**config.mk**
```make
export PLATFORM = sky130hd
export DESIGN_NAME = alu_seq
export DESIGN_NICKNAME = d
export VERILOG_FILES = /design/src/rtl/alu_seq.sv
export SDC_FILE = /design/constraint.sdc
export NUM_CORES = 1
export LEC_CHECK = 0
export BUFFER_PORTS_ARGS = -buffer_cell sky130_fd_sc_hd__buf_4
export CAP_MARGIN = 20
export CORE_AREA = 4 4 166 184
export CTS_CLUSTER_DIAMETER = 40
export DETAILED_ROUTE_END_ITERATION = 12
export DIE_AREA = 0 0 170 188
export SLEW_MARGIN = 20
export SYNTH_ARGS = -nofsm -noshare
export SYNTH_HDL_FRONTEND = slang
export SYNTH_SLANG_ARGS = --single-unit
```
**constraint.sdc**
```tcl
create_clock -name clock -period 4.1 [get_ports clock]
set_input_delay 0.41 -clock clock [delete_from_list [all_inputs] [get_ports clock]]
set_output_delay 0.41 -clock clock [all_outputs]
set_load 0.05 [all_outputs]
```
**src/rtl/alu_seq.sv**
```systemverilog
// Multi-function ALU with A/G registers, status flags and a shift-add multiplier.
// Single-cycle ops write G one edge after start; multiply writes G WIDTH+1 edges after start.
module alu_seq #(
    parameter int WIDTH = 16,
    parameter int SHW   = $clog2(WIDTH)
) (
    input  logic             clock,
    input  logic             resetn,
    input  logic             ain,
    input  logic             start,
    input  logic [2:0]       op,
    input  logic [WIDTH-1:0] buswires,
    output logic [WIDTH-1:0] aluout,
    output logic [3:0]       flags,
    output logic             busy,
    output logic             done
);

    typedef enum logic {IDLE, MUL} state_t;

    localparam logic [SHW-1:0] LAST_STEP = SHW'(WIDTH - 1);

    state_t           state, state_next;
    logic [WIDTH-1:0] a_reg;
    logic [WIDTH-1:0] g_reg;
    logic [3:0]       flags_reg;
    logic             done_reg;
    logic [WIDTH-1:0] mcand, mplier, acc;
    logic [SHW-1:0]   cnt;

    logic [WIDTH:0]   sum, diff, shl_ext, shr_ext;
    logic [SHW-1:0]   shamt;
    logic [WIDTH-1:0] alu_res, acc_step, res_val;
    logic             alu_c, alu_v, res_c, res_v;
    logic             write_res, mul_go;

    assign shamt    = buswires[SHW-1:0];
    assign acc_step = mplier[0] ? (acc + mcand) : acc;

    always_comb begin
        sum     = {1'b0, a_reg} + {1'b0, buswires};
        diff    = {1'b0, a_reg} - {1'b0, buswires};
        // Extended by one bit so the last bit shifted out lands in the spare position.
        shl_ext = {1'b0, a_reg} << shamt;
        shr_ext = {a_reg, 1'b0} >> shamt;
        alu_res = '0;
        alu_c   = 1'b0;
        alu_v   = 1'b0;
        case (op)
            3'b000: begin
                alu_res = sum[WIDTH-1:0];
                alu_c   = sum[WIDTH];
                alu_v   = (a_reg[WIDTH-1] == buswires[WIDTH-1]) &&
                          (sum[WIDTH-1] != a_reg[WIDTH-1]);
            end
            3'b001: begin
                alu_res = diff[WIDTH-1:0];
                alu_c   = diff[WIDTH];
                alu_v   = (a_reg[WIDTH-1] != buswires[WIDTH-1]) &&
                          (diff[WIDTH-1] != a_reg[WIDTH-1]);
            end
            3'b010: alu_res = a_reg & buswires;
            3'b011: alu_res = a_reg | buswires;
            3'b100: alu_res = a_reg ^ buswires;
            3'b101: begin
                alu_res = shl_ext[WIDTH-1:0];
                alu_c   = shl_ext[WIDTH];
            end
            3'b110: begin
                alu_res = shr_ext[WIDTH:1];
                alu_c   = shr_ext[0];
            end
            default: alu_res = '0;
        endcase
    end

    always_comb begin
        state_next = state;
        write_res  = 1'b0;
        mul_go     = 1'b0;
        res_val    = alu_res;
        res_c      = alu_c;
        res_v      = alu_v;
        case (state)
            IDLE: begin
                if (start) begin
                    if (op == 3'b111) begin
                        mul_go     = 1'b1;
                        state_next = MUL;
                    end else begin
                        write_res = 1'b1;
                    end
                end
            end
            MUL: begin
                // The final step's sum goes straight into G.
                if (cnt == LAST_STEP) begin
                    write_res  = 1'b1;
                    res_val    = acc_step;
                    res_c      = 1'b0;
                    res_v      = 1'b0;
                    state_next = IDLE;
                end
            end
            default: state_next = IDLE;
        endcase
    end

    always_ff @(posedge clock or negedge resetn) begin
        if (!resetn) begin
            state     <= IDLE;
            a_reg     <= '0;
            g_reg     <= '0;
            flags_reg <= '0;
            done_reg  <= 1'b0;
            mcand     <= '0;
            mplier    <= '0;
            acc       <= '0;
            cnt       <= '0;
        end else begin
            state    <= state_next;
            done_reg <= write_res;
            if (ain) begin
                a_reg <= buswires;
            end
            if (mul_go) begin
                mcand  <= a_reg;
                mplier <= buswires;
                acc    <= '0;
                cnt    <= '0;
            end else if (state == MUL) begin
                acc    <= acc_step;
                mcand  <= mcand << 1;
                mplier <= mplier >> 1;
                cnt    <= cnt + 1'b1;
            end
            if (write_res) begin
                g_reg     <= res_val;
                flags_reg <= {res_val[WIDTH-1], (res_val == '0), res_c, res_v};
            end
        end
    end

    assign aluout = g_reg;
    assign flags  = flags_reg;
    assign busy   = (state == MUL);
    assign done   = done_reg;

endmodule

```
# Yosys cells after proc, flatten, opt, wreduce, memory -nomap -nowiden
# Cells that the tools add are included.
# word_totals
latchBits,0
rom_bits,0
reg_bits,90
out_inout_bits,22
mem_bits_rw,0
wordCells,63
in_bits,23
n_memories,0
# classes
reduce_logical,5
multipliers,0
bitwise_logic,4
n_eq_ne,12
addsub,4
shift,2
div_mod_pow,0
magnitude_cmp,0
muxes,27
# ops
op,count
two-way mux 16 bit,9
one-hot mux 16 bit (7 select lines),1
adder 16 x 16 -> 17 bit,1
left shift 16 x 4 -> 17 bit,1
right shift 17 x 4 -> 17 bit,1
subtractor 16 x 16 -> 17 bit,1
adder 16 bit,1
bitwise AND 16 bit,1
logical NOT 16 bit,1
bitwise OR 16 bit,1
XOR 16 bit,1
"== test 3 bit, second input constant",4
two-way mux 1 bit,11
two-way mux 4 bit,2
"== test 3 x 2 -> 1 bit, second input constant",2
one-hot mux 1 bit (2 select lines),3
"adder 4 x 1 -> 4 bit, second input constant",1
"== test 4 bit, second input constant",1
one-hot mux 1 bit (4 select lines),1
"== test 3 x 1 -> 1 bit, second input constant",1
logical NOT 3 bit,1
inequality test 1 bit,3
logical AND 1 bit,2
nonzero test 2 bit,1
2 further kinds,2

# Depth between registers and ports, before layout
# depth
ltp_word,6
ltp_mapped,16
mapped_depth_nobuf,13

# Worst setup path before layout
# No wires, ideal clock.
# synth_path
path_type,input -> register
from,in buswires[1]
to,"reg flags_reg[2], in the netlist flags[2]"
setup_ps,67
slack_ps,-127
path_stages,16
required_time_ps,4033
arrival_time_ps,4160
path_buffers,5
cell_sequence,buf_6 -> buf_2 -> buf_4 -> buf_2 -> buf_1 -> inv_1 -> fa_1 -> or2_2 -> a31oi_1 -> o221ai_1 -> o31a_1 -> a2111oi_0 -> nand4b_1 -> or4_1 -> nor4_1 -> a32o_2
# synth_via
elab_chain_cells,5
elab_cells_between_ends,11
cone_classes,2 x add/sub; 2 x shift; 3 x mux; 3 x bitwise; 1 x reduce/logical
# synth_rtl
item,line,rtl
"start, declared",12,"input logic [WIDTH-1:0] buswires,"
subtractor 16 x 16 -> 17 bit (tied with other cells),42,"diff = {1'b0, a_reg} - {1'b0, buswires};"
one-hot mux 16 bit (7 select lines) *,49,case (op)
two-way mux 16 bit,97,if (cnt == LAST_STEP) begin
two-way mux 16 bit *,84,case (state)
logical NOT 16 bit *,139,"flags_reg <= {res_val[WIDTH-1], (res_val == '0), res_c, res_v};"
"end signal, assigned",139,
"end, declared",26,logic [3:0] flags_reg;
# Every way passes the cells marked *; elsewhere a longest branch is shown, timed or not.
# A chain may end at the register's enable or synchronous reset.

# Worst setup path in the final report
# layout_path
from,reg a_reg[0]
to,"reg flags_reg[2], in the netlist flags[2]"
# layout_via
elab_chain_cells,5
elab_cells_between_ends,11
cone_classes,2 x add/sub; 2 x shift; 3 x mux; 3 x bitwise; 1 x reduce/logical
# layout_rtl
item,line,rtl
"start, declared",24,logic [WIDTH-1:0] a_reg;
"start signal, assigned",124,a_reg <= buswires;
subtractor 16 x 16 -> 17 bit (tied with other cells),42,
one-hot mux 16 bit (7 select lines) *,49,
two-way mux 16 bit,97,
two-way mux 16 bit *,84,
logical NOT 16 bit *,139,
# Marked as above.

==> impl_metrics.env <==
export IMPL_dp_hpwl_um=27700
export IMPL_wl_met2_um=16900
export IMPL_arrival_ns=4.18
export IMPL_synthFlopType="dfrtp_1"
export IMPL_dpl_worst_slack_ns=0.196
export IMPL_post_route_period_util_pct=94.3
export IMPL_p_leak_nw=4.73
export IMPL_globalplace_congestion=1.01
export IMPL_diodes=0
export IMPL_synth_top_area_share_pct=23.9
export IMPL_nFillCells=2946
export IMPL_port_buffers=44
export IMPL_routed_wl_um=36300
export IMPL_num_rows=65
export IMPL_synth_top_family_by_area="compound AO/OA/AOI/OAI gates"
export IMPL_cpMaxStageDelayCell="or4_1"
export IMPL_outcome="complete, no violations"
export IMPL_dieArea_mm2=0.0320
export IMPL_synth_distinct_cells=83
export IMPL_fin_ws_ns=0.235
export IMPL_critical_path_class="reg -> reg"
export IMPL_p_sw_share_pct=48.1
export IMPL_syn_num_nets=1249
export IMPL_drive_above_1_share_pct=13.8
export IMPL_synthArstFlopShare_pct=100
export IMPL_cts_setup_buffers=0
export IMPL_viasPerCell=6.03
export IMPL_cts_hold_buf=0
export IMPL_ys_seq_area_share_pct=23.9
export IMPL_synthMuxAreaShare_pct=12.2
export IMPL_grt_pass1_vias=9047
export IMPL_max_cap_viol_count=0
export IMPL_whs_ns=0.0239
export IMPL_dr_pass1_iters=7
export IMPL_synth_area_leaders="dfrtp_1, ha_1, mux2i_1, nand2_1, o21ai_0"
export IMPL_io_pins=45
export IMPL_routedLengthMet1_um=15100
export IMPL_wl_met3_um=2230
export IMPL_cts_tree="done"
export IMPL_synth_edf_count=0
export IMPL_path_max_fanout=7
export IMPL_synth_adder_area_share_pct=9.79
export IMPL_die_w_um=170
export IMPL_layout_min_cycle_time_ns=3.87
export IMPL_power_density_mw_per_mm2=485
export IMPL_synthXorXnorAreaFrac_pct=1.41
export IMPL_cp_required_ns=4.41
export IMPL_start_util_pct=32.6
export IMPL_p_seq_share_pct=27.8
export IMPL_seq_area_mm2=0.00223
export IMPL_die_h_um=188
export IMPL_yosys_area_top_type="dfrtp_1"
export IMPL_top_layer_used="met4"
export IMPL_drt_iter0_markers=735
export IMPL_cts_buffers=9
export IMPL_multi_input_area_mm2=0.00649
export IMPL_crit_buf_inv=3
export IMPL_insertion_delay_ns=0.37
export IMPL_synth_area_mm2=0.00930
export IMPL_hold_viol_final=0
export IMPL_grt_overflow_total=0
export IMPL_ys_warn_count=0
export IMPL_worst_pin_slew_ns=0.874
export IMPL_max_freq_mhz=259
export IMPL_critical_path_cell_chain="inv_1, ha_1, inv_1, fa_1, or2_2, a31oi_1, o221ai_1, o31a_1, a2111oi_1, buf_4, nand4b_1, or4_1, nor4_1, a32o_2"
export IMPL_hp_class="in -> async"
export IMPL_cp_end_kind="flop"
export IMPL_ys_ff_latch=89
export IMPL_drtAntennaViolNets=0
export IMPL_cpMostUsedCell="inv_1"
export IMPL_power_frac_clock_pct=17.8
export IMPL_cts_buffer_depth=2
export IMPL_vias=9313
export IMPL_cts_sinks=89
export IMPL_grt_setup_unrepaired="false"
export IMPL_wire_per_inst_um=23.5
export IMPL_maxSlewHeadroom_pct=41.2
export IMPL_clk_pin_slew_ns=0.08
export IMPL_internal_power_mw=2.62
export IMPL_cts_root_buf="clkbuf_16"
export IMPL_fin_setup_tns_ns=0
export IMPL_ir_drop_mv=0.270
export IMPL_antenna_found_initial=0
export IMPL_finalSetupViolCount=0
export IMPL_grt_usage_pct=22.5
export IMPL_p_sw_mw=2.43
export IMPL_slowest_delay_ns=0.48
export IMPL_startpoint_type="flop"
export IMPL_synth_avg_cell_area_um2=8.05
export IMPL_core_area_mm2=0.0285
export IMPL_crit_family="compound AO/OA/AOI/OAI gates"
export IMPL_syn_to_final_growth_pct=12.1
export IMPL_yosys_area_share_simple_pct=20.4
export IMPL_grt_max_degree=57
export IMPL_remaining_drc_errors=0
export IMPL_cts_htree_levels=3
export IMPL_combPwrFrac_pct=54.4
export IMPL_final_instance_count_excl_fill=1545
export IMPL_synth_compound_area_share_pct=25.8
export IMPL_finClkSkew_ns=0.0129
export IMPL_cts_resized=0
export IMPL_maxSlewViolCount=0
export IMPL_grt_pass1_wl_um=55700
export IMPL_placed_cells=1529
export IMPL_synthCells=1155
export IMPL_layout_nets=1266
[layer usage]
layer | track usage (%) | up-vias
met5 | 0 | -
met4 | 12.3 | 0
met3 | 3.73 | 88
met2 | 36.1 | 403
met1 | 28.7 | 4508
li1 | - | 4314
[cell usage in the layout (no fill, tap or decap), types with 17 or more instances in the layout]
cell type	count
a31oi_1	23
nand2_1	135
a22oi_1	17
a21oi_1	75
ha_1	68
nor2b_1	18
nor2_1	80
nand3_1	23
a211oi_1	22
mux2i_1	61
inv_1	54
dfrtp_1	87
buf_4	94
o21ai_0	92
[per-stage QoR]
step | util, % | cell area [µm²] | total power [mW]
4_1_cts | 36.5 | 10400 | 5.06
3_5_place_dp | 35.5 | 10100 | 4.14
5_1_grt | 36.5 | 10400 | 5.40
3_3_place_gp | 35.5 | 10100 | 4.11
6_report | 36.5 | 10400 | 5.06
2_1_floorplan | - | 9300 | 3.26
[cell usage after synthesis (all sizes together), types with 7 or more instances]
master / n
nor4: 10
nand3: 23
nor3b: 8
buf: 26
a21o: 13
dfrtp: 89
nor3: 16
nor2: 80
inv: 55
mux4: 16
ha: 68
and2: 7
nand2: 136
nand2b: 10
nand3b: 8
o21ai: 92
a31oi: 23
o22ai: 8
o211ai: 13
a211oi: 22
or2: 8
xnor2: 14
nand4: 11
mux2i: 61
nor2b: 18
o21a: 11
mux2: 13
clkbuf: 63
and3: 10
or3: 9
a21oi: 75
a22oi: 17
[worst paths after layout]
path,slack [ns],from,cells after the start,end
max,0.23,a_reg[0],14,flags[2]
min,0.02,resetn,1,mplier[10]
max reg2reg,0.23,a_reg[0],14,flags[2]
min reg2reg,0.49,aluout[6],2,aluout[6]
max in group asynchronous,3.17,resetn,2,a_reg[0]
min in group clock,0.28,buswires[8],3,a_reg[8]
[cell families after synthesis]
group	after synthesis
multiplexers	90
flip-flops	89
adder cells (fa/ha/maj)	71
buffers and inverters	146
AND/OR/NAND/NOR	382
XOR/XNOR	15
AO/OA/AOI/OAI	362
[power groups by stage]
stage	sequential (mW)	combinational (mW)	clock, mW
CTS	1.41	2.73	0.921
floorplan	1.65	1.62	0
global route	1.44	3.00	0.959
detailed placement	1.42	2.72	0
global placement	1.42	2.69	0
finish	1.41	2.75	0.898
[area by class of cell]
cell class              instances  share of cell area [%]
multi-input cells             920                    62.2
repair buffers                 95                    6.96
well taps                     368                    4.41
clock buffers                   9                    2.16
flip-flops and latches         89                    21.4
clock inverters                 7                   0.780
inverters                      57                    2.05
(Power assumes the default switching activity.)
